<file path="config.mk">
export PLATFORM = sky130hd
export DESIGN_NAME = cmp_operand_sequencer_flat
export DESIGN_NICKNAME = d
export VERILOG_FILES = /design/src/rtl/cmp_operand_sequencer_if.sv /design/src/rtl/cmp_operand_sequencer.sv /design/src/flat_wrapper.sv
export SDC_FILE = /design/constraint.sdc
export NUM_CORES = 1
export LEC_CHECK = 0
export BUFFER_PORTS_ARGS = -buffer_cell sky130_fd_sc_hd__buf_2
export CAP_MARGIN = 20
export CORE_MARGIN = 2
export CORE_UTILIZATION = 50
export DETAILED_ROUTE_END_ITERATION = 10
export HOLD_SLACK_MARGIN = 0.03
export PLACE_DENSITY = 0.76
export SLEW_MARGIN = 10
export SYNTH_ARGS = -nofsm -noshare
export SYNTH_HDL_FRONTEND = slang
export SYNTH_SLANG_ARGS = --single-unit
</file>
<file path="constraint.sdc">
create_clock -name clk -period 2.3 [get_ports clk]
set_input_delay 0.345 -clock clk [delete_from_list [all_inputs] [get_ports clk]]
set_output_delay 0.345 -clock clk [all_outputs]
set_load 0.01 [all_outputs]
</file>
<file path="src/rtl/cmp_operand_sequencer_if.sv">
// Operand and result streams of the comparator sequencer.
// The slave modport is the sequencer's view and the master modport is the producer/consumer view.
interface cmp_operand_sequencer_if;
  localparam int unsigned OP_W  = 4;
  localparam int unsigned RES_W = 2;

  logic             in_valid;
  logic             in_ready;
  logic [OP_W-1:0]  in_a;
  logic [OP_W-1:0]  in_b;
  logic             out_valid;
  logic             out_ready;
  logic [OP_W-1:0]  out_a;
  logic [OP_W-1:0]  out_b;
  logic [RES_W-1:0] out_res;
  logic             out_err;

  modport master (
    output in_valid, in_a, in_b, out_ready,
    input  in_ready, out_valid, out_a, out_b, out_res, out_err
  );

  modport slave (
    input  in_valid, in_a, in_b, out_ready,
    output in_ready, out_valid, out_a, out_b, out_res, out_err
  );
endinterface

</file>
<file path="src/rtl/cmp_operand_sequencer.sv">
// Sequencer in front of the registered 4-bit priority comparator. It holds the operands
// for LATENCY cycles, samples the one-hot result, streams it out and keeps outcome statistics.
module cmp_operand_sequencer #(
  parameter int unsigned LATENCY = 1,
  parameter int unsigned CNT_W   = 8
) (
  input  logic                   clk,
  input  logic                   rst,
  input  logic                   clr,
  cmp_operand_sequencer_if.slave bus,
  output logic [3:0]             cmp_a,
  output logic [3:0]             cmp_b,
  input  logic                   cmp_gt,
  input  logic                   cmp_eq,
  input  logic                   cmp_lt,
  output logic [CNT_W-1:0]       gt_cnt,
  output logic [CNT_W-1:0]       eq_cnt,
  output logic [CNT_W-1:0]       lt_cnt,
  output logic [CNT_W-1:0]       err_cnt
);
  localparam int unsigned       WAIT_W = 3;
  localparam logic [WAIT_W-1:0] LAT    = WAIT_W'(LATENCY);

  typedef enum logic [1:0] {IDLE, WAIT, OUT} state_t;

  state_t            state;
  logic [WAIT_W-1:0] wait_cnt;
  logic              sample_c;
  logic [1:0]        res_c;
  logic              err_c;

  assign bus.in_ready  = (state == IDLE);
  assign bus.out_valid = (state == OUT);
  assign sample_c      = (state == WAIT) && (wait_cnt == LAT);

  // Encode the comparator flags; anything that is not one-hot becomes the error code.
  always_comb begin
    res_c = 2'b11;
    err_c = 1'b1;
    case ({cmp_gt, cmp_eq, cmp_lt})
      3'b100:  begin res_c = 2'b10; err_c = 1'b0; end
      3'b010:  begin res_c = 2'b01; err_c = 1'b0; end
      3'b001:  begin res_c = 2'b00; err_c = 1'b0; end
      default: ;
    endcase
  end

  // Operand capture, latency wait and output hold.
  always_ff @(posedge clk or posedge rst) begin
    if (rst) begin
      state       <= IDLE;
      wait_cnt    <= '0;
      cmp_a       <= '0;
      cmp_b       <= '0;
      bus.out_a   <= '0;
      bus.out_b   <= '0;
      bus.out_res <= 2'b00;
      bus.out_err <= 1'b0;
    end else begin
      case (state)
        IDLE: begin
          if (bus.in_valid) begin
            cmp_a     <= bus.in_a;
            cmp_b     <= bus.in_b;
            bus.out_a <= bus.in_a;
            bus.out_b <= bus.in_b;
            wait_cnt  <= '0;
            state     <= WAIT;
          end
        end
        WAIT: begin
          wait_cnt <= wait_cnt + WAIT_W'(1);
          if (wait_cnt == LAT) begin
            bus.out_res <= res_c;
            bus.out_err <= err_c;
            state       <= OUT;
          end
        end
        OUT: begin
          if (bus.out_ready) state <= IDLE;
        end
        default: state <= IDLE;
      endcase
    end
  end

  function automatic logic [CNT_W-1:0] sat_inc(input logic [CNT_W-1:0] v);
    return (v == {CNT_W{1'b1}}) ? v : v + CNT_W'(1);
  endfunction

  // Saturating statistics; clr wins over an increment on the same edge.
  always_ff @(posedge clk or posedge rst) begin
    if (rst) begin
      gt_cnt  <= '0;
      eq_cnt  <= '0;
      lt_cnt  <= '0;
      err_cnt <= '0;
    end else if (clr) begin
      gt_cnt  <= '0;
      eq_cnt  <= '0;
      lt_cnt  <= '0;
      err_cnt <= '0;
    end else if (sample_c) begin
      if (err_c) begin
        err_cnt <= sat_inc(err_cnt);
      end else begin
        case (res_c)
          2'b10:   gt_cnt <= sat_inc(gt_cnt);
          2'b01:   eq_cnt <= sat_inc(eq_cnt);
          default: lt_cnt <= sat_inc(lt_cnt);
        endcase
      end
    end
  end
endmodule

</file>
<file path="src/flat_wrapper.sv">
// flat-port wrapper written by rule: the top's interface ports become plain ports
module cmp_operand_sequencer_flat 
#(
  parameter int unsigned LATENCY = 1,
  parameter int unsigned CNT_W   = 8
)
  (clk, rst, clr, cmp_a, cmp_b, cmp_gt, cmp_eq, cmp_lt, gt_cnt, eq_cnt, lt_cnt, err_cnt, bus_in_valid, bus_in_a, bus_in_b, bus_out_ready, bus_in_ready, bus_out_valid, bus_out_a, bus_out_b, bus_out_res, bus_out_err);
  cmp_operand_sequencer_if bus_i ();
  input  logic clk;
  input  logic rst;
  input  logic clr;
  output logic [3:0] cmp_a;
  output logic [3:0] cmp_b;
  input  logic cmp_gt;
  input  logic cmp_eq;
  input  logic cmp_lt;
  output logic [CNT_W-1:0] gt_cnt;
  output logic [CNT_W-1:0] eq_cnt;
  output logic [CNT_W-1:0] lt_cnt;
  output logic [CNT_W-1:0] err_cnt;
  input wire logic [$bits(bus_i.in_valid)-1:0] bus_in_valid;
  input wire logic [$bits(bus_i.in_a)-1:0] bus_in_a;
  input wire logic [$bits(bus_i.in_b)-1:0] bus_in_b;
  input wire logic [$bits(bus_i.out_ready)-1:0] bus_out_ready;
  output wire logic [$bits(bus_i.in_ready)-1:0] bus_in_ready;
  output wire logic [$bits(bus_i.out_valid)-1:0] bus_out_valid;
  output wire logic [$bits(bus_i.out_a)-1:0] bus_out_a;
  output wire logic [$bits(bus_i.out_b)-1:0] bus_out_b;
  output wire logic [$bits(bus_i.out_res)-1:0] bus_out_res;
  output wire logic [$bits(bus_i.out_err)-1:0] bus_out_err;
  assign bus_i.in_valid = bus_in_valid;
  assign bus_i.in_a = bus_in_a;
  assign bus_i.in_b = bus_in_b;
  assign bus_i.out_ready = bus_out_ready;
  assign bus_in_ready = bus_i.in_ready;
  assign bus_out_valid = bus_i.out_valid;
  assign bus_out_a = bus_i.out_a;
  assign bus_out_b = bus_i.out_b;
  assign bus_out_res = bus_i.out_res;
  assign bus_out_err = bus_i.out_err;
  cmp_operand_sequencer #(.LATENCY(LATENCY), .CNT_W(CNT_W)) u_core (.clk(clk), .rst(rst), .clr(clr), .bus(bus_i), .cmp_a(cmp_a), .cmp_b(cmp_b), .cmp_gt(cmp_gt), .cmp_eq(cmp_eq), .cmp_lt(cmp_lt), .gt_cnt(gt_cnt), .eq_cnt(eq_cnt), .lt_cnt(lt_cnt), .err_cnt(err_cnt));
endmodule
</file>
# Word level (Yosys, flattened, before mapping)
# Cells that the tools add are included.
# Widths: inputs -> output; s select.
# op_classes
add_sub_neg,5
n_mux,27
reduce_logical,17
n_eq_ne,21
# ops
operator,count
$mux 8,19
$add 8x1->8 const B,4
$eq 8x8->1 const B,4
$ne 2x2->1 const B,7
$pmux 2 s3,2
$reduce_and 4->1,3
$reduce_bool 2->1,5
$eq 3x1->1 const B,2
$mux 2,3
$pmux 3 s2,1
$reduce_and 2->1,3
$reduce_and 3->1,2
$eq 2x1->1 const B,2
$eq 2x2->1 const B,2
$ne 2x1->1 const B,2
$add 3x1->3 const B,1
$eq 3x2->1 const B,1
$eq 3x3->1 const B,1
$mux 3,1
$reduce_or 3->1,1
$logic_not 2->1,1
$reduce_or 2->1,1
$logic_and 1x1->1,1
$mux 1,1
# totals
elab_cells,80
reg_bits,48
out_inout_bits,53

# Longest topological paths before layout
# logic_depth
word_depth,8
mapped_depth,9
ltp_nobuf,8

# Worst setup path before layout
# OpenSTA, ideal clock, no wires.
# synth_path
path_kind,input -> register
from,in cmp_eq
to,reg u_core.lt_cnt[7]
setup_ns,0.128
stages,9
setup_slack_ns,0.192
t_required_ns,2.172
arrival_ns,1.980
path_cell_list,buf_2 -> xnor2_1 -> nor2_1 -> inv_1 -> ha_1 -> o21ai_1 -> clkbuf_1 -> nor4_1 -> mux2_1
# synth_via
elab_chain_len,6
word_cells_on_any_way,11
# synth_lines
element,line_no,rtl
from (decl),flat_wrapper.sv:15,input logic cmp_eq;
$eq 3x1->1 (tied with other cells),cmp_operand_sequencer.sv:40,"case ({cmp_gt, cmp_eq, cmp_lt})"
$pmux 2 s3 (*),cmp_operand_sequencer.sv:40,
via u_core.res_c[1],cmp_operand_sequencer.sv:29,logic [1:0] res_c;
$eq 2x2->1 or $eq 2x1->1 (tied branches),cmp_operand_sequencer.sv:107,case (res_c)
$reduce_or 2->1 (no source line) (*),--,
$ne 2x1->1 (no source line) (*),--,
$reduce_and 4->1 (no source line) (*),--,
to (signal assigned),cmp_operand_sequencer.sv:110,default: lt_cnt <= sat_inc(lt_cnt);
to (decl),cmp_operand_sequencer.sv:18,"output logic [CNT_W-1:0] lt_cnt,"
# The timed path passes the listed nets; every way through them passes the cells marked *.
# A chain may end at the register's enable or synchronous reset.

# Worst setup path in the final report
# layout_path
from,reg u_core.wait_cnt[1]
to,reg u_core.lt_cnt[6]
# layout_via
elab_chain_len,4
# layout_lines
element,line_no,rtl
from (decl),cmp_operand_sequencer.sv:27,logic [WAIT_W-1:0] wait_cnt;
from (signal assigned),cmp_operand_sequencer.sv:72,wait_cnt <= wait_cnt + WAIT_W'(1);
$eq 3x1->1,cmp_operand_sequencer.sv:34,assign sample_c = (state == WAIT) && (wait_cnt == LAT);
$logic_and 1x1->1,cmp_operand_sequencer.sv:34,
$reduce_bool 2->1 (no source line),--,
$reduce_and 4->1 (no source line),--,
# Every way passes these cells.

==> results.txt <==
register area share after synthesis = 0.452
CTS sink cnt = 48
gp weighted congestion = 0.810
WL final = 5710 um
die span in x = 76.9 um
final core occ = 0.607
fmax = 0.471 GHz
GR Util met1 = 0.280
fraction of layout cells with a size suffix above 1 = 0.294
Tcrit/Tclk final = 0.923
drt first pass iters = 4
Finished Layout Cells = 396
area grow syn2layout = 16.6%
H-Tree Depth = 2
wire length per cell = 14.4 um
met2 Use GR = 0.325
WS Path Type = reg -> reg
Setup Buffers After CTS = 0
Tot Pwr = 2410 uW
clk root buf = clkbuf_8
CTS tree = done
Row Count = 26
Final Cell Area = 3100 um^2
max-slew violations = 0
TritonCTS buffer count = 5
Fin Setup TNS = 0 ns
top-area cell type share of the netlist area = 0.452
Critical Path End Type = flop
GRT busiest layer = met2
Worst Skew = 0.00493 ns
critical-path cell with the highest stage delay = or4_1
core area = 5110 um^2
status = complete, no violations
Post-CTS Hold Buffers = 0
Final setup viols = 0
startpoint types = flop
Via Count = 2348
Yosys top cell by area = dfrtp_1
Routed Antenna Nets = 0
ys flop type = dfrtp_1
met3 GRT Util = 0.0494
Syn Inst Count = 266
GRT Residual Overflow = 0
WP data arrival = 2.35 ns
Clock Path Buffers = 2
largest net degree at the start of global routing = 36
Fill cells = 460
syn avg cell area = 9.99 um^2
critical path data required time = 2.53 ns
commonest non-fill, non-tap cell in the layout = buf_2
crit path cell chain = inv_1, ha_1, and4bb_4, o211ai_4, or4_1, a21oi_1
largest cells by area after synthesis = dfrtp_1, a21oi_1, or4_1, o31ai_1, ha_1
die height = 76.9 um
# resized after CTS = 0
worst IR drop on VDD = 431 uV
ANT cells = 0
unrepaired setup endpoints after global routing = no
antenna violations before repair = 0
Hold Path Class = in -> async
number of global-route vias before repair = 2148
slew margin rel. = 0.453
via/cell ratio = 5.93
mapped cell area = 2660 um^2
NumNets Final = 349
DP Area = 3010 um^2
Worst path max stage delay = 0.59 ns
global-route usage over all layers = 0.204
initial DRC count = 143
HPWL Detailed = 4060 um
PD cells = 778 nW/um^2
Post-synth EDFFs = 0
post-synthesis async set-or-reset flop share = 1.00
Yosys cell types = 44
final hold vios = 0
cell count after placement = 388
clk slew on worst S/H paths = 0.09 ns
Synth Register Bits = 48
DRC = 0
commonest non-fill, non-tap cells in the layout = buf_2, dfrtp_1, a21oi_1
Crit Path Max Fanout = 35
FF+latch area = 1200 um^2
Mapped Nets = 290
Clock Latency Late Sink = 0.30 ns
io pins = 69
Starting Density = 0.520
minimum clock period after layout = 2.12 ns
area of the multi-input gates = 1280 um^2
first-pass GRT wire length = 9920 um
die area = 5910 um^2
Static Leak = 0.00140 uW
Max-Cap Viols = 0
worst slew pin tran = 0.816 ns
Ys Warns = 0
IO Port Bufs = 68
[metal layers]
| layer | part of all wire | up-vias | wire, um |
|---|---|---|---|
| met4 | 0.0070 | 0 | 40 |
| met5 | 0 | - | 0 |
| met3 | 0.075 | 5 | 427 |
| li1 | - | 1123 | - |
| met1 | 0.46 | 1132 | 2620 |
| met2 | 0.46 | 88 | 2610 |
[stage by stage]
stage	worst slack (ns)	hold WS, ns
5_1_grt	0.0155	0.0895
3_5_place_dp	0.112	0.400
3_3_place_gp	0.203	0.399
2_1_floorplan	0.192	0.475
6_report	0.178	0.0514
4_1_cts	0.166	0.0685
[flip-flops by register name, indices dropped and copies added (netlist names)]
register	cells
u_core.bus.out_a	4
u_core.bus.out_b	4
u_core.bus.out_err	1
u_core.bus.out_res	2
u_core.eq_cnt	8
u_core.err_cnt	8
u_core.gt_cnt	8
u_core.lt_cnt	8
u_core.state	2
u_core.wait_cnt	3
[cell type report]
type                    count  area share
clock inverters             2     0.00323
repair buffers             74       0.128
inverters                  11      0.0133
flip-flops and latches     48       0.388
clock buffers               6      0.0266
well taps                  70      0.0283
multi-input cells         185       0.413
[cell usage after synthesis, types with 2 or more instances]
cell	count
dfrtp_1	48
xnor2_1	2
nor3_1	2
buf_6	3
o31ai_1	15
nand2_1	8
mux2_1	3
clkbuf_1	10
and3_1	3
a21oi_1	30
nand4_1	9
inv_1	11
or4_1	20
o41ai_1	5
nor2b_1	5
o21ai_0	4
ha_1	8
or3_1	3
mux2_2	8
nand3_1	15
o211a_1	2
nor2_1	12
buf_4	8
o21ai_1	9
o2111ai_1	3
nand2b_1	2
[where the power goes]
group	switching (uW)	internal, uW
sequential	118	989
combinational	430	348
clock	285	240
[kinds of logic after synthesis]
family | after synthesis | synth area share
and+or+nand+nor | 87 | 0.196
AOI/OAI and AO/OA | 75 | 0.185
DFF | 48 | 0.452
buffers and inverters | 33 | 0.0669
muxes | 12 | 0.0504
adders and majority gates | 8 | 0.0377
xor gates and xnor gates | 3 | 0.0127
[path summary, 6_finish.rpt]
path | from | to | slack (ns) | depth (start not counted)
min in group clk | bus_in_a[0] | u_core.bus.out_a[0] | 0.27 | 2
max in group asynchronous | rst | u_core.gt_cnt[4] | 1.74 | 3
worst max register to register | u_core.wait_cnt[1] | u_core.lt_cnt[6] | 0.18 | 6
worst min-delay path | rst | u_core.bus.out_a[0] | 0.05 | 2
worst max-delay path | u_core.wait_cnt[1] | u_core.lt_cnt[6] | 0.18 | 6
worst min register to register | u_core.bus.out_a[3] | u_core.bus.out_a[3] | 0.53 | 1
[critical path: cells and delay by family, from the launching register on]
kind,cells,cell delay [ns]
AO/OA/AOI/OAI,2,0.48
adder cells (fa/ha/maj),1,0.16
buffers and inverters,1,0.06
flip-flops,1,0.40
AND/OR/NAND/NOR,2,0.94
Power figures use the tool's default switching activity.
